### src/rtl/keypad_pkg.sv
// Shared types and helpers for the 4x4 keypad scanner.
package keypad_pkg;

  localparam int KP_ROWS = 4;
  localparam int KP_COLS = 4;

  typedef enum logic [1:0] {IDLE, DEBOUNCE, PRESSED} kp_state_e;
  typedef enum logic [1:0] {NONE, SINGLE, MULTI} kp_frame_e;

  function automatic logic [2:0] popcnt4(input logic [3:0] v);
    logic [2:0] n;
    n = '0;
    for (int i = 0; i < 4; i++) n = n + {2'b00, v[i]};
    return n;
  endfunction

  function automatic logic [1:0] low_idx4(input logic [3:0] v);
    logic [1:0] idx;
    idx = '0;
    for (int i = 3; i >= 0; i--) if (v[i]) idx = 2'(i);
    return idx;
  endfunction

endpackage

### src/rtl/keypad_row_scan.sv
// Row prescaler: one scan tick on the last cycle of each row slot, one-cold row drive.
module keypad_row_scan
  import keypad_pkg::*;
#(
  parameter int SCAN_DIV = 50000
) (
  input  logic               clk_50MHz_i,
  input  logic               rst_async_la_i,
  output logic               tick_o,
  output logic [1:0]         row_idx_o,
  output logic [KP_ROWS-1:0] row_o
);
  localparam int PW = $clog2(SCAN_DIV);

  logic [PW-1:0]      pre_q, pre_d;
  logic [1:0]         row_idx_q, row_idx_d;
  logic [KP_ROWS-1:0] row_q, row_d;
  logic               tick;

  assign tick = (pre_q == PW'(SCAN_DIV - 1));

  always_comb begin
    pre_d     = tick ? '0 : pre_q + 1'b1;
    row_idx_d = tick ? row_idx_q + 2'd1 : row_idx_q;
    row_d     = ~(4'b0001 << row_idx_d);
  end

  // Row pins come straight from a flop so the matrix never sees decode glitches.
  always_ff @(posedge clk_50MHz_i or negedge rst_async_la_i) begin
    if (!rst_async_la_i) begin
      pre_q     <= '0;
      row_idx_q <= '0;
      row_q     <= 4'b1110;
    end else begin
      pre_q     <= pre_d;
      row_idx_q <= row_idx_d;
      row_q     <= row_d;
    end
  end

  assign tick_o    = tick;
  assign row_idx_o = row_idx_q;
  assign row_o     = row_q;

endmodule

### src/rtl/keypad_scanner.sv
// 4x4 key matrix scanner: synchronize, classify each frame, debounce press/release,
// and hand one code per press to the consumer through a valid/ack holding register.
module keypad_scanner
  import keypad_pkg::*;
#(
  parameter int SCAN_DIV     = 50000,
  parameter int DEBOUNCE_CNT = 4
) (
  input  logic               clk_50MHz_i,
  input  logic               rst_async_la_i,
  input  logic [KP_COLS-1:0] col_i,
  output logic [KP_ROWS-1:0] row_o,
  input  logic               key_ack_i,
  output logic [3:0]         key_code_o,
  output logic               key_valid_o,
  output logic               pressed_o,
  output logic               overrun_o
);
  localparam int CW = $clog2(DEBOUNCE_CNT + 1);

  logic       tick;
  logic [1:0] row_idx;

  keypad_row_scan #(.SCAN_DIV(SCAN_DIV)) u_row_scan (
    .clk_50MHz_i    (clk_50MHz_i),
    .rst_async_la_i (rst_async_la_i),
    .tick_o         (tick),
    .row_idx_o      (row_idx),
    .row_o          (row_o)
  );

  logic [KP_COLS-1:0] sync1_q, sync2_q;
  logic [1:0]         acc_n_q, acc_n_d;
  logic [3:0]         acc_code_q, acc_code_d;
  kp_state_e          state_q, state_d;
  logic [3:0]         cand_q, cand_d;
  logic [CW-1:0]      cnt_q, cnt_d, rel_q, rel_d;
  logic [3:0]         code_q, code_d;
  logic               valid_q, valid_d, ovr_q, ovr_d, pressed_q;

  logic [3:0] row_hits;
  logic [1:0] base_n;
  logic [2:0] sum_n;
  logic       frame_end, emit;
  kp_frame_e  fr;
  logic [CW-1:0] cnt_inc, rel_inc;

  // Key count saturates at 2: only none / one / many matters for a frame.
  always_comb begin
    row_hits   = ~sync2_q;
    base_n     = (row_idx == 2'd0) ? 2'd0 : acc_n_q;
    sum_n      = {1'b0, base_n} + popcnt4(row_hits);
    acc_n_d    = acc_n_q;
    acc_code_d = acc_code_q;
    if (tick) begin
      acc_n_d    = (sum_n >= 3'd2) ? 2'd2 : sum_n[1:0];
      acc_code_d = (base_n == 2'd0) ? {row_idx, low_idx4(row_hits)} : acc_code_q;
    end
    frame_end = tick && (row_idx == 2'd3);
    fr        = (acc_n_d == 2'd0) ? NONE : (acc_n_d == 2'd1) ? SINGLE : MULTI;
  end

  always_comb begin
    state_d = state_q;
    cand_d  = cand_q;
    cnt_d   = cnt_q;
    rel_d   = rel_q;
    emit    = 1'b0;
    cnt_inc = (cnt_q == CW'(DEBOUNCE_CNT)) ? cnt_q : cnt_q + 1'b1;
    rel_inc = (rel_q == CW'(DEBOUNCE_CNT)) ? rel_q : rel_q + 1'b1;
    if (frame_end) begin
      case (state_q)
        IDLE: if (fr == SINGLE) begin
          cand_d = acc_code_d;
          cnt_d  = CW'(1);
          if (DEBOUNCE_CNT == 1) begin
            emit    = 1'b1;
            state_d = PRESSED;
            rel_d   = '0;
          end else begin
            state_d = DEBOUNCE;
          end
        end
        DEBOUNCE: begin
          if (fr == SINGLE && acc_code_d == cand_q) begin
            cnt_d = cnt_inc;
            if (cnt_inc == CW'(DEBOUNCE_CNT)) begin
              emit    = 1'b1;
              state_d = PRESSED;
              rel_d   = '0;
            end
          end else if (fr == SINGLE) begin
            cand_d = acc_code_d;
            cnt_d  = CW'(1);
          end else begin
            state_d = IDLE;
          end
        end
        PRESSED: begin
          if (fr == NONE) begin
            rel_d = rel_inc;
            if (rel_inc == CW'(DEBOUNCE_CNT)) state_d = IDLE;
          end else begin
            rel_d = '0;
          end
        end
        default: state_d = IDLE;
      endcase
    end
  end

  // A same-cycle ack frees the slot, so the new code replaces the old one cleanly.
  always_comb begin
    code_d  = code_q;
    valid_d = valid_q;
    ovr_d   = ovr_q;
    if (emit) begin
      if (!valid_q) begin
        code_d  = acc_code_d;
        valid_d = 1'b1;
      end else if (key_ack_i) begin
        code_d = acc_code_d;
        ovr_d  = 1'b0;
      end else begin
        ovr_d = 1'b1;
      end
    end else if (key_ack_i && valid_q) begin
      valid_d = 1'b0;
      ovr_d   = 1'b0;
    end
  end

  always_ff @(posedge clk_50MHz_i or negedge rst_async_la_i) begin
    if (!rst_async_la_i) begin
      sync1_q    <= '1;
      sync2_q    <= '1;
      acc_n_q    <= '0;
      acc_code_q <= '0;
      state_q    <= IDLE;
      cand_q     <= '0;
      cnt_q      <= '0;
      rel_q      <= '0;
      code_q     <= '0;
      valid_q    <= 1'b0;
      ovr_q      <= 1'b0;
      pressed_q  <= 1'b0;
    end else begin
      sync1_q    <= col_i;
      sync2_q    <= sync1_q;
      acc_n_q    <= acc_n_d;
      acc_code_q <= acc_code_d;
      state_q    <= state_d;
      cand_q     <= cand_d;
      cnt_q      <= cnt_d;
      rel_q      <= rel_d;
      code_q     <= code_d;
      valid_q    <= valid_d;
      ovr_q      <= ovr_d;
      pressed_q  <= (state_d == PRESSED);
    end
  end

  assign key_code_o  = code_q;
  assign key_valid_o = valid_q;
  assign overrun_o   = ovr_q;
  assign pressed_o   = pressed_q;

endmodule

### config.mk
export PLATFORM = sky130hd
export DESIGN_NAME = keypad_scanner
export DESIGN_NICKNAME = d
export VERILOG_FILES = /design/src/rtl/keypad_pkg.sv /design/src/rtl/keypad_row_scan.sv /design/src/rtl/keypad_scanner.sv
export SDC_FILE = /design/constraint.sdc
export NUM_CORES = 1
export LEC_CHECK = 0
export CORE_MARGIN = 1.5
export CORE_UTILIZATION = 45
export CTS_CLUSTER_SIZE = 24
export DETAILED_ROUTE_END_ITERATION = 10
export PLACE_DENSITY = 0.74
export SYNTH_ARGS = -nofsm -noshare
export SYNTH_HDL_FRONTEND = slang
export SYNTH_SLANG_ARGS = --single-unit
### constraint.sdc
create_clock -name clk_50MHz_i -period 4.63 [get_ports clk_50MHz_i]
set_input_delay 1.1575 -clock clk_50MHz_i [delete_from_list [all_inputs] [get_ports clk_50MHz_i]]
set_output_delay 1.1575 -clock clk_50MHz_i [all_outputs]
set_load 0.01 [all_outputs]
==> impl_metrics.tcl, run 1 <==
set metrics [dict create \
    power_density_mw_per_mm2 263 \
    slowest_stage "dfstp_2" \
    place_area_mm2 0.00300 \
    wl_per_cell_um 14.4 \
    cts_resized 0 \
    insertion_delay_ns 0.32 \
    async_reset_ff_share_pct 100 \
    synth_common_cells "44 x dfrtp_1, 34 x nand2_1, 17 x nor2_1" \
    start_util_pct 46.4 \
    setup_tns_ns 0 \
    cts_buffers 5 \
    synth.area.top_cells "dfrtp_1 40%, dfstp_2 11%, nand2_1 4.6%" \
    drt-initial-drc-count 118 \
    vias 1950 \
    vdd_drop_max_uv 159 \
    fillCellCount 530 \
    netlist_area_mm2 0.00275 \
    post_cts_buffers 0 \
    layout.nets 300 \
    io_buffers 17 \
    crit_family "simple AND/OR/NAND/NOR gates" \
    synth_most_common_cell "dfrtp_1" \
    synth_area_leader_cell "dfrtp_1" \
    endpoint_kind "flop" \
    finalHoldViolCount 0 \
    cts_tree "built" \
    syn-num-nets 277 \
    grt_usage_pct 18.0 \
    die_w_um 81.1 \
    start_kind "flop" \
    drv_cap 0 \
    drv_slew 0 \
    period_share_pct 82.1 \
    dieArea_mm2 0.00658 \
    grt_pass1_wl_um 8910 \
    ctsHoldBuffers 0 \
    vias_per_cell 5.43 \
    antenna_found_initial 0 \
    skew_ns 0.0122 \
    post-route-cell-area_mm2 0.00311 \
    min_period_ns 3.80 \
    worst_pin_slew_ns 0.808 \
    cts_max_level 2 \
    grt_max_degree 38 \
    clock-sinks 55 \
    yosysTopAreaCellShare_pct 40.1 \
    crit_type "reg -> reg" \
    max_freq_mhz 263 \
    grt_pass1_vias 1894 \
    grt-ovfl-total 0 \
    drt_wl_total_um 5160 \
    placement_rows 28 \
    rrSetupSlack_ns 0.83 \
    path_cells "inv_1, fa_1, xnor2_1, ha_1, a31o_2, fa_1, nor2_1, nand2_1, nor4b_4, nand2_1, or3_1, o221a_1, or2_1" \
    dieHeight_um 81.1 \
    firstDrtPassIters 4 \
    clk_pin_slew_ns 0.10 \
    cp_max_fo 5 \
    status "completed" \
    antennaDiodeCount 0 \
    synth_edf_count 0 \
    area_delta_synth_final_pct 13.0 \
    ys_ff_latch 55 \
    core_area_mm2 0.00592 \
    p_leak_nw 1.39 \
    ys_warn_count 0 \
    routabilityCongestion 0.830 \
    path_buf_inv 1 \
    netlist_instances 260 \
    clk_path_buf_depth 2 \
    critPathRequiredTime_ns 4.84 \
    ys.flop_type "dfrtp_1" \
    setup_violations 0 \
    slew-limit-headroom_pct 44.7 \
    synth.distinct_cells 54 \
    dp_hpwl_um 3770 \
    syn_avg_cell_area_um2 10.6 \
    ys_seq_area_share_pct 50.6 \
    slowest_delay_ns 0.55 \
    ant_nets 0 \
    drive_gt1_share_pct 13.4 \
    top_level_ports 18 \
    drc 0 \
    cts-root-buf "clkbuf_8" \
    arrival_ns 4.01 \
    hold_path_class "reg -> reg" \
    rsz0062_at_grt "false" \
]
final cells by class:
| type | count | area, µm² | area share [%] |
|---|---|---|---|
| Sequential cell | 55 | 1390 | 44.8 |
| Multi-Input combinational cell | 186 | 1280 | 41.2 |
| Timing Repair Buffer | 19 | 180 | 5.80 |
| Tap cell | 75 | 93.8 | 3.02 |
| Clock buffer | 6 | 82.6 | 2.66 |
| Inverter | 16 | 60.1 | 1.93 |
| Clock inverter | 2 | 20.0 | 0.645 |
cells by family after synthesis:
group	Yosys count	synth area share (%)
flops	55	50.6
mux	10	4.10
compound gates	39	9.02
fa+ha+maj	10	5.10
simple gates	109	22.6
xor+xnor	18	5.74
buf+inv	19	2.87
flip-flops by register name, summed over array words and instances (netlist names):
name,flops
rel_q,3
u_row_scan.row_o,4
acc_n_q,2
cnt_q,3
u_row_scan.pre_q,16
u_row_scan.row_idx_o,2
pressed_o,1
overrun_o,1
acc_code_q,4
sync2_q,4
sync1_q,4
state_q,2
cand_q,4
key_code_o,4
key_valid_o,1
worst paths after layout:
path                                startpoint                   end  cells after the start
worst min register to register      sync1_q[2]            sync2_q[2]                      0
max in group asynchronous       rst_async_la_i   u_row_scan.row_o[3]                      2
worst max register to register      sync2_q[0]              rel_q[0]                     13
worst min-delay path                sync1_q[2]            sync2_q[2]                      0
min in group asynchronous       rst_async_la_i  u_row_scan.pre_q[12]                      1
worst max-delay path                sync2_q[0]              rel_q[0]                     13
report_power, final:
part	switching (W)	leakage (nW)	total [W]	internal, W
Sequential	0.00000219	0.715	0.000489	0.000487
Clock	0.000166	0.0533	0.000292	0.000126
Combinational	0.0000213	0.620	0.0000350	0.0000137
Total	0.000189	1.39	0.000817	0.000627
per-layer routing:
layer	track usage [%]	wire length (µm)
met5	0	0
met1	24.7	2470
met2	27.4	2460
met4	8.45	90
met3	3.48	142
placed cells by master (no fill, tap or decap), types with 3 or more instances in the layout:
master and count:
clkdlybuf4s50_1 16, and3_1 7, ha_1 8, dfstp_2 11, nand2_1 34, a21oi_1 10
mux2i_1 3, inv_1 16, nor2b_1 3, xor2_1 9, xnor2_1 9, dfrtp_1 44
nor2_1 17, o21ai_0 12, nor3_1 3, nand2b_1 5, mux2_2 4, nand3_1 13
and2_1 4, a31oi_1 3, clkbuf_8 6
metrics by stage:
stage          instances  utilization, %  total power [W]  worst slack (ns)  hold WS [ns]
6_report             359            52.5         0.000817             0.830         0.361
5_1_grt              359            52.5         0.000849             0.578         0.369
4_1_cts              359            52.5         0.000828             0.815         0.364
3_5_place_dp         351            50.7         0.000535             0.816         0.348
3_3_place_gp         351            50.7         0.000534             0.901         0.349
2_1_floorplan        260               -         0.000514              1.04         0.345
(Power assumes the default switching activity.)
==> inputs of run 2 (changes only) <==
Settings changed: PLACE_DENSITY 0.74 to 0.77.
Clock period 4.63 ns to 3.22 ns, I/O delays scaled along.
==> run 2 against run 1 <==
  * The run now ends with setup timing left
  * Largest cell class unchanged
  * Sequential share of layout area decreased by 3.9 points
  * Highest routed layer unchanged
  * Worst setup slack got worse by 1.2 ns
  * Critical endpoint unchanged
  * Cell area increased by 9.6%
==> impl_metrics.tcl, run 2 (synthesis gave the netlist of run 1 again) <==
set metrics [dict create \
    slowest_stage "dfstp_2" \
    cts_max_level 2 \
    post-route-cell-area_mm2 0.00340 \
    grt_pass1_vias 2077 \
    layout.nets 323 \
    whs_path_depth 0 \
    grt-ovfl-total 0 \
    rsz0062_at_grt "true" \
    grt_max_degree 30 \
    io_buffers 17 \
    insertion_delay_ns 0.31 \
    dieHeight_um 81.1 \
    crit_type "reg -> reg" \
    die_w_um 81.1 \
    period_share_pct 112 \
    power_density_mw_per_mm2 364 \
    antennaDiodeCount 0 \
    dieArea_mm2 0.00658 \
    area_delta_synth_final_pct 23.9 \
    firstDrtPassIters 7 \
    hold_path_class "reg -> reg" \
    p_clk_share_pct 37.0 \
    hold_end "sync2_q[3]" \
    status "finished, violations left" \
    grt_usage_pct 18.7 \
    setup_tns_ns -3.94 \
    place_area_mm2 0.00316 \
    mostFrequentLayoutCell "dfrtp_1" \
    antenna_found_initial 0 \
    worst_pin_slew_ns 0.636 \
    power_frac_comb_pct 6.2 \
    routabilityCongestion 0.841 \
    endpoint_kind "flop" \
    wl_per_cell_um 14.8 \
    drt_wl_total_um 5650 \
    min_period_ns 3.60 \
    drv_cap 0 \
    start_kind "flop" \
    power.internal_w 0.000963 \
    crit_family "simple AND/OR/NAND/NOR gates" \
    r2r_end "rel_q[0]" \
    cts-root-buf "clkbuf_8" \
    drive_gt1_share_pct 25.1 \
    vdd_drop_max_uv 239 \
    p_seq_share_pct 56.8 \
    skew_ns 0.00415 \
    setup_violations 17 \
    path_cells "inv_2, fa_1, xnor2_1, ha_2, a31o_4, fa_1, nor2_2, nand2_2, nor4b_4, nand2_1, or3_4, o221a_1, or2_1" \
    violations "setup timing" \
    finalHoldViolCount 0 \
    p_leak_nw 1.53 \
    regMostFlops "u_row_scan.pre_q" \
    slew-limit-headroom_pct 57.1 \
    ctsHoldBuffers 0 \
    clock-sinks 55 \
    cp_max_fo 2 \
    arrival_ns 3.80 \
    max_freq_mhz 278 \
    path_buf_inv 1 \
    drv_slew 0 \
    fillCellCount 461 \
    min-delay-start "sync1_q[3]" \
    slowest_delay_ns 0.56 \
    cp_common_cell "fa_1" \
    timing.final.ws_setup_ns -0.379 \
    grt_pass1_wl_um 9390 \
    start_util_pct 46.4 \
    switching_share_pct 22.3 \
    layout_common_cells "44 x dfrtp_1, 33 x nand2_1, 21 x buf_4" \
    ant_nets 0 \
    reg2reg_depth 13 \
    largest_register_ffs 16 \
    clk_path_buf_depth 2 \
    timing.rr.start "sync2_q[3]" \
    rrSetupSlack_ns -0.38 \
    netSwitchingPower_w 0.000276 \
    clk_pin_slew_ns 0.10 \
    critPathRequiredTime_ns 3.42 \
    core_area_mm2 0.00592 \
    cts_tree "built" \
    cts_buffers 5 \
    drc 0 \
    vias_per_cell 5.32 \
    top_level_ports 18 \
    holdWs_ns 0.362 \
    vias 2031 \
    drt-initial-drc-count 80 \
    placement_rows 28 \
    dp_hpwl_um 4080 \
]
[run 2: cell count changes in the layout (fill, tap and decap cells not counted), moves of 3 or more]
| cell | delta |
|---|---|
| buf_6 | +3 |
| buf_4 | +19 |
| mux2_4 | +4 |
| nor2_2 | +3 |
| nor2_1 | -4 |
[run 2: cell type report]
class / count / area (µm²) / share of cell area [%]
Sequential cell: 55 / 1390 / 40.8
Multi-Input combinational cell: 186 / 1370 / 40.2
Inverter: 16 / 60.1 / 1.76
Clock inverter: 1 / 8.76 / 0.257
Tap cell: 75 / 93.8 / 2.76
Clock buffer: 7 / 108 / 3.16
Timing Repair Buffer: 42 / 377 / 11.1
[run 2: what timing repair did]
item	CTS	global route
gates resized for setup	8	14
endpoints found under the setup margin	16	19
buffers inserted	4	3
pin swaps	2	11
[run 2: power by group through the flow]
stage                     sequential [W]  combinational [W]  clock, W
after floorplan                 0.000717          0.0000263         0
after global placement          0.000716          0.0000629         0
after detailed placement        0.000717          0.0000666         0
after CTS                       0.000704          0.0000720  0.000468
after global routing            0.000705          0.0000850  0.000484
final                           0.000704          0.0000764  0.000459
[run 2: worst max-delay path by stage]
stage / start / to / slack, ns / cells after the start
6_report: sync2_q[3] / rel_q[0] / -0.38 / 13
3_3_place_gp: sync2_q[3] / rel_q[0] / -0.31 / 13
3_5_place_dp: sync2_q[3] / rel_q[0] / -0.41 / 13
4_1_cts: sync2_q[3] / rel_q[0] / -0.38 / 13
2_1_floorplan: sync2_q[3] / rel_q[0] / -0.32 / 13
5_1_grt: sync2_q[3] / rel_q[0] / -0.54 / 13
[run 2: routing by layer]
| metal | GRT usage, % | share of wire (%) | up-vias |
|---|---|---|---|
| li1 | - | - | 995 |
| met1 | 23.7 | 44 | 987 |
| met2 | 31.7 | 51 | 39 |
| met3 | 4.16 | 2.8 | 10 |
| met4 | 6.03 | 1.3 | 0 |
| met5 | 0 | 0 | - |
[run 2: through the flow]
step | total power [W] | util (%) | setup slack, ns | cells
final | 0.00124 | 57.5 | -0.379 | 382
after global routing | 0.00127 | 57.5 | -0.541 | 382
after CTS | 0.00124 | 56.2 | -0.376 | 380
after detailed placement | 0.000784 | 53.3 | -0.415 | 368
after global placement | 0.000779 | 53.3 | -0.307 | 368
after floorplan | 0.000743 | - | -0.323 | 260
[run 2: worst register-to-register path, cell delays in order, from the launching register on]
cell and delay (ns):
dfstp_2 0.56, inv_2 0.04, fa_1 0.50, xnor2_1 0.16
ha_2 0.18, a31o_4 0.20, fa_1 0.46, nor2_2 0.13
nand2_2 0.09, nor4b_4 0.25, nand2_1 0.11, or3_4 0.36
o221a_1 0.24, or2_1 0.22
==> inputs of run 3 (changes only) <==
Settings changed: HOLD_SLACK_MARGIN set to 0.12.
==> results of run 3 <==
The final DEF is identical to that of run 2; final timing and power are the same.
